`src/rtl/dbg_access_arbiter.sv`:
```
// Two-requester arbiter and sequencer for the core debug access bus.
// Round-robin between the JTAG debug port (rq0) and a secondary debug master
// (rq1). A lock hold keeps the grant with the owner. Only one transaction is
// outstanding at a time, and any transaction whose response does not arrive
// within TIMEOUT cycles is aborted.
module dbg_access_arbiter #(
  parameter int ADDR_W  = 8,
  parameter int DATA_W  = 32,
  parameter int TIMEOUT = 64,
  parameter int CNT_W   = 8
) (
  input  logic              tck,
  input  logic              trst,
  input  logic              rq0_valid,
  output logic              rq0_ready,
  input  logic              rq0_write,
  input  logic              rq0_lock,
  input  logic [ADDR_W-1:0] rq0_addr,
  input  logic [DATA_W-1:0] rq0_wdata,
  input  logic              rq1_valid,
  output logic              rq1_ready,
  input  logic              rq1_write,
  input  logic              rq1_lock,
  input  logic [ADDR_W-1:0] rq1_addr,
  input  logic [DATA_W-1:0] rq1_wdata,
  output logic              rs0_valid,
  output logic [DATA_W-1:0] rs0_rdata,
  output logic              rs0_err,
  output logic              rs1_valid,
  output logic [DATA_W-1:0] rs1_rdata,
  output logic              rs1_err,
  output logic              tgt_req_valid,
  input  logic              tgt_req_ready,
  output logic              tgt_req_write,
  output logic [ADDR_W-1:0] tgt_req_addr,
  output logic [DATA_W-1:0] tgt_req_wdata,
  input  logic              tgt_rsp_valid,
  input  logic [DATA_W-1:0] tgt_rsp_rdata,
  input  logic              tgt_rsp_err,
  output logic              tgt_abort,
  output logic              busy
);

  typedef enum logic [1:0] {
    IDLE  = 2'd0,
    ISSUE = 2'd1,
    WAIT  = 2'd2,
    RESP  = 2'd3
  } state_t;

  localparam bit              TO_EN   = (TIMEOUT != 0);
  localparam logic [CNT_W-1:0] TO_LAST = CNT_W'((TIMEOUT == 0) ? 0 : TIMEOUT - 1);

  state_t              state_q, state_d;
  logic                owner_q;
  logic                last_grant_q;
  logic                lock_q;
  logic [CNT_W-1:0]    cnt_q;
  logic                hold_write_q;
  logic [ADDR_W-1:0]   hold_addr_q;
  logic [DATA_W-1:0]   hold_wdata_q;
  logic [DATA_W-1:0]   rsp_rdata_q;
  logic                rsp_err_q;

  logic                elig0, elig1;
  logic                gnt0, gnt1;
  logic                accept;
  logic                timeout_hit;

  // Read data reaches a requester only for successful reads.
  function automatic logic [DATA_W-1:0] rsp_data_filter(input logic               wr,
                                                        input logic               err,
                                                        input logic [DATA_W-1:0]  d);
    return (wr || err) ? '0 : d;
  endfunction

  // While the lock is held, only the owner may compete. On a tie, the requester
  // that did not win last time gets the grant. Readies are suppressed during
  // reset so that every output reads 0 immediately.
  assign elig0  = rq0_valid & (~lock_q | ~owner_q);
  assign elig1  = rq1_valid & (~lock_q |  owner_q);
  assign gnt0   = (state_q == IDLE) & trst & elig0 & (~elig1 |  last_grant_q);
  assign gnt1   = (state_q == IDLE) & trst & elig1 & (~elig0 | ~last_grant_q);
  assign accept = gnt0 | gnt1;

  // A response in the same cycle as the deadline takes precedence over the abort.
  assign timeout_hit = (state_q == WAIT) & ~tgt_rsp_valid & TO_EN & (cnt_q == TO_LAST);

  assign rq0_ready     = gnt0;
  assign rq1_ready     = gnt1;
  assign tgt_req_valid = (state_q == ISSUE);
  assign tgt_req_write = hold_write_q;
  assign tgt_req_addr  = hold_addr_q;
  assign tgt_req_wdata = hold_wdata_q;
  assign tgt_abort     = timeout_hit;
  assign busy          = (state_q != IDLE);
  assign rs0_valid     = (state_q == RESP) & ~owner_q;
  assign rs1_valid     = (state_q == RESP) &  owner_q;
  assign rs0_rdata     = rs0_valid ? rsp_rdata_q : '0;
  assign rs1_rdata     = rs1_valid ? rsp_rdata_q : '0;
  assign rs0_err       = rs0_valid & rsp_err_q;
  assign rs1_err       = rs1_valid & rsp_err_q;

  // Next-state selection for the single outstanding transaction.
  always_comb begin
    state_d = state_q;
    unique case (state_q)
      IDLE:    if (accept) state_d = ISSUE;
      ISSUE:   if (tgt_req_ready) state_d = WAIT;
      WAIT:    if (tgt_rsp_valid || timeout_hit) state_d = RESP;
      RESP:    state_d = IDLE;
      default: state_d = IDLE;
    endcase
  end

  // State register. A reset discards any outstanding transaction silently.
  always_ff @(posedge tck or negedge trst) begin
    if (!trst) state_q <= IDLE;
    else       state_q <= state_d;
  end

  // Ownership, round-robin history, lock hold and the response window counter.
  always_ff @(posedge tck or negedge trst) begin
    if (!trst) begin
      owner_q      <= 1'b0;
      last_grant_q <= 1'b1;
      lock_q       <= 1'b0;
      cnt_q        <= '0;
    end else begin
      if (accept) begin
        owner_q      <= gnt1;
        last_grant_q <= gnt1;
        lock_q       <= gnt1 ? rq1_lock : rq0_lock;
      end else if (timeout_hit) begin
        lock_q <= 1'b0;
      end
      if (state_q == ISSUE && tgt_req_ready) cnt_q <= '0;
      else if (state_q == WAIT)              cnt_q <= cnt_q + 1'b1;
    end
  end

  // Holding registers for the accepted request. They stay stable through ISSUE.
  always_ff @(posedge tck or negedge trst) begin
    if (!trst) begin
      hold_write_q <= 1'b0;
      hold_addr_q  <= '0;
      hold_wdata_q <= '0;
    end else if (accept) begin
      hold_write_q <= gnt1 ? rq1_write : rq0_write;
      hold_addr_q  <= gnt1 ? rq1_addr  : rq0_addr;
      hold_wdata_q <= gnt1 ? rq1_wdata : rq0_wdata;
    end
  end

  // Response capture. A timeout is reported as an error with no data.
  always_ff @(posedge tck or negedge trst) begin
    if (!trst) begin
      rsp_rdata_q <= '0;
      rsp_err_q   <= 1'b0;
    end else if (state_q == WAIT) begin
      if (tgt_rsp_valid) begin
        rsp_rdata_q <= rsp_data_filter(hold_write_q, tgt_rsp_err, tgt_rsp_rdata);
        rsp_err_q   <= tgt_rsp_err;
      end else if (timeout_hit) begin
        rsp_rdata_q <= '0;
        rsp_err_q   <= 1'b1;
      end
    end
  end

endmodule

```
`config.mk`:
```
export PLATFORM = sky130hd
export DESIGN_NAME = dbg_access_arbiter
export DESIGN_NICKNAME = d
export VERILOG_FILES = /design/src/rtl/dbg_access_arbiter.sv
export SDC_FILE = /design/constraint.sdc
export NUM_CORES = 1
export LEC_CHECK = 0
export ABC_AREA = 1
export CAP_MARGIN = 20
export CORE_MARGIN = 3
export CORE_UTILIZATION = 41
export DETAILED_ROUTE_END_ITERATION = 10
export GPL_ROUTABILITY_DRIVEN = 0
export PLACE_DENSITY_LB_ADDON = 0.25
export SYNTH_ARGS = -nofsm -noshare
export SYNTH_HDL_FRONTEND = slang
export SYNTH_SLANG_ARGS = --single-unit
```
`constraint.sdc`:
```
create_clock -name tck -period 1.86 [get_ports tck]
set_input_delay 0.465 -clock tck [delete_from_list [all_inputs] [get_ports tck]]
set_output_delay 0.465 -clock tck [all_outputs]
set_load 0.01 [all_outputs]
```
==> flow_summary_export.csv <==
group,metric,value,unit
global_route,antenna_found_initial,0,
floorplanning,io_pins,237,
clock_network,clkTransAtPathRegs,0.06,ns
detailed_routing,vias_per_cell,4.82,
final_layout,seqCellArea,0.00218,mm²
clock_network,root_buffer,"clkbuf_16",
logic_synthesis,synth_top_area_share,44.4,%
floorplanning,rows,39,
sta,finalCritPeriodShare,110,%
worst_hold_path,hp-class,"in2async",
sta,finalSetupViolCount,71,
logic_synthesis,ys_seq_area_share,44.9,%
detailed_routing,dr.pass1.iters,4,
logic_synthesis,synth_cell_types,28,
global_route,grt_usage,23.5,%
job,drv_cap,0,
worst_setup_path,path_max_fanout,5,
floorplanning,fp.dieW,115,µm
floorplanning,start_util,42.3,%
logic_synthesis,synth_cells,670,
sta,fin_crit,2.05,ns
logic_synthesis,syn_area_per_cell,7.23,µm²
detailed_routing,post_drt_wl_per_cell,15.0,µm
final_layout,drive_gt1_share,20.8,%
clock_network,cts_inserted_buffers,9,
sta,drv_slew,0,
place,numPortBuffers,236,
floorplanning,die_h,115,µm
worst_setup_path,path_class,"reg2out",
clock_network,h-tree-depth,3,
sta,tightestPinTransition,0.572,ns
floorplanning,dieArea,0.0132,mm²
global_route,grt_first_pass_wirelength,24.9,mm
outcome,status,"complete, but fails checks",
logic_synthesis,syn_nets,799,
clock_network,holdBufCountCts,0,
clock_network,clock_latency,0.33,ns
power,p_leak,4.13,nW
power,peakVddDrop,0.864,mV
detailed_routing,dr_total_vias,5180,
detailed_routing,ant_nets,0,
sta,finalHoldViolations,0,
detailed_routing,wirelength,16.1,mm
logic_synthesis,synth_area_leaders,"dfrtp_1 44%, nand2_1 19%, inv_1 7.4%",
sta,max_freq,487,MHz
final_layout,nNetsFinal,1056,
detailed_routing,drc,0,
place,post-dp-hpwl,10.9,mm
clock_network,cts_tree,"yes",
worst_setup_path,cp.required,1.39,ns
final_layout,multi_input_comb_area,0.00230,mm²
global_route,grt_max_degree,88,
sta,relSlewSlack,61.8,%
floorplanning,coreArea,0.0115,mm²
worst_setup_path,cp-end-kind,"output pin",
final_layout,layout_common_cells,"245 x nand2_1, 161 x clkdlybuf4s50_1, 89 x inv_1, 86 x dfrtp_1, 50 x buf_2",
clock_network,clk_path_buf_depth,2,
sta,rsz0062_at_grt,"true",
logic_synthesis,synth.ff_latch_count,87,
power,power,10.0,mW
logic_synthesis,yosysTopAreaCell,"dfrtp_1",
sta,finalWorstSetupSlack,-0.194,ns
outcome,failed_checks,"negative setup slack",
logic_synthesis,syn-cell-area,0.00485,mm²
power,power_density,1250,mW/mm²
final_layout,final_common_cell,"nand2_1",
final_layout,nFillCells,915,
final_layout,areaGrowthSynthToFinish,65.6,%
sta,clock_skew,0.00472,ns
worst_setup_path,worstSetupStartpointType,"flop",
final_layout,antenna_cells,0,
detailed_routing,drtIter0Drc,382,
global_route,grt_overflow,0,
global_route,grt_pass1_vias,5130,
clock_network,clkSinkCount,87,
worst_setup_path,arrival,1.59,ns
logic_synthesis,ys.warnings.count,0,
final_layout,final_core_util,70.0,%
metrics by stage:
| step | hold slack, ns | std cells | TNS (ns) | instance area (µm²) | setup WS [ns] |
|---|---|---|---|---|---|
| floorplan | 0.169 | 670 | 0 | 4850 | 0.0869 |
| global placement | 0.454 | 1043 | -15.65 | 7430 | -0.457 |
| detailed placement | 0.458 | 1043 | -19.53 | 7430 | -0.463 |
| CTS | 0.473 | 1066 | -10.42 | 7640 | -0.224 |
| global route | 0.278 | 1075 | -14.55 | 8030 | -0.283 |
| finish | 0.241 | 1075 | -8.94 | 8030 | -0.194 |
cell families after synthesis:
family                   synth area share (%)
AO/OA/AOI/OAI                            1.83
adder cells (fa/ha/maj)                  1.55
buffers and inverters                    12.3
flip-flops                               44.9
AND/OR/NAND/NOR                          39.3
Yosys cell counts:
| master | number |
|---|---|
| nand2_1 | 248 |
| inv_1 | 95 |
| dfrtp_1 | 86 |
| nor2_1 | 74 |
| nand3_1 | 49 |
| nand3b_1 | 42 |
| buf_2 | 12 |
| buf_4 | 8 |
| buf_6 | 7 |
| clkbuf_1 | 6 |
| ha_1 | 6 |
| a21oi_1 | 5 |
| nand4_1 | 5 |
| o21ai_0 | 5 |
| nand3_2 | 4 |
| nor3_1 | 4 |
| inv_2 | 3 |
| a21o_4 | 1 |
| a21oi_4 | 1 |
| clkinv_1 | 1 |
| clkinv_2 | 1 |
| dfstp_2 | 1 |
| nand2_2 | 1 |
| nand2_4 | 1 |
| nor2_2 | 1 |
| nor3_4 | 1 |
| o21bai_1 | 1 |
| or2_2 | 1 |
sequential cells by signal (all words and copies together), names as in the netlist:
name / cells
owner_q: 1
tgt_req_wdata: 32
lock_q: 1
cnt_q: 8
state_q: 2
last_grant_q: 1
rsp_err_q: 1
tgt_req_addr: 8
rsp_rdata_q: 32
tgt_req_write: 1
worst max-delay path, cell delays in order (launching register included):
cell and delay [ns]:
dfrtp_1 0.38, buf_6 0.12, ha_4 0.17, nand2_8 0.10, buf_16 0.16, buf_4 0.13
nor2_1 0.07, buf_2 0.13
final timing paths:
kind / from / cells after the start / slack (ns) / endpoint
min reg2reg: rsp_rdata_q[21] / 2 / 0.47 / rsp_rdata_q[21]
min in group tck: rsp_rdata_q[21] / 2 / 0.47 / rsp_rdata_q[21]
max: state_q[0] / 7 / -0.19 / rs0_rdata[24]
max reg2reg: owner_q / 9 / 0.13 / tgt_req_write
min: trst / 2 / 0.24 / tgt_req_addr[6]
max in group asynchronous: trst / 3 / 0.95 / last_grant_q
metal layers:
metal	wire length, µm	track usage [%]
met5	0	0
met3	1440	6.32
met4	444	8.22
met2	7920	40.5
met1	6310	28.5
layout make-up:
cell class / count / share of cell area, %
Timing Repair Buffer: 279 / 33.6
Multi-Input combinational cell: 450 / 28.7
Sequential cell: 87 / 27.1
Inverter: 100 / 4.74
Clock buffer: 13 / 3.12
Tap cell: 143 / 2.23
Clock inverter: 3 / 0.530
where the power goes:
group	internal [mW]	switching [mW]	total [mW]	leakage [nW]
Clock	1.08	0.696	1.77	0.140
Sequential	2.68	0.476	3.16	1.12
Combinational	2.43	2.68	5.11	2.88
Total	6.19	3.85	10.0	4.13
what timing repair did:
item / CTS / global route
resized for setup: 232 / 164
endpoints found under the setup margin: 73 / 118
pin swaps: 4 / 5
buffers inserted: 4 / 5
gates cloned: 3 / 4
Power figures use the tool's default switching activity.
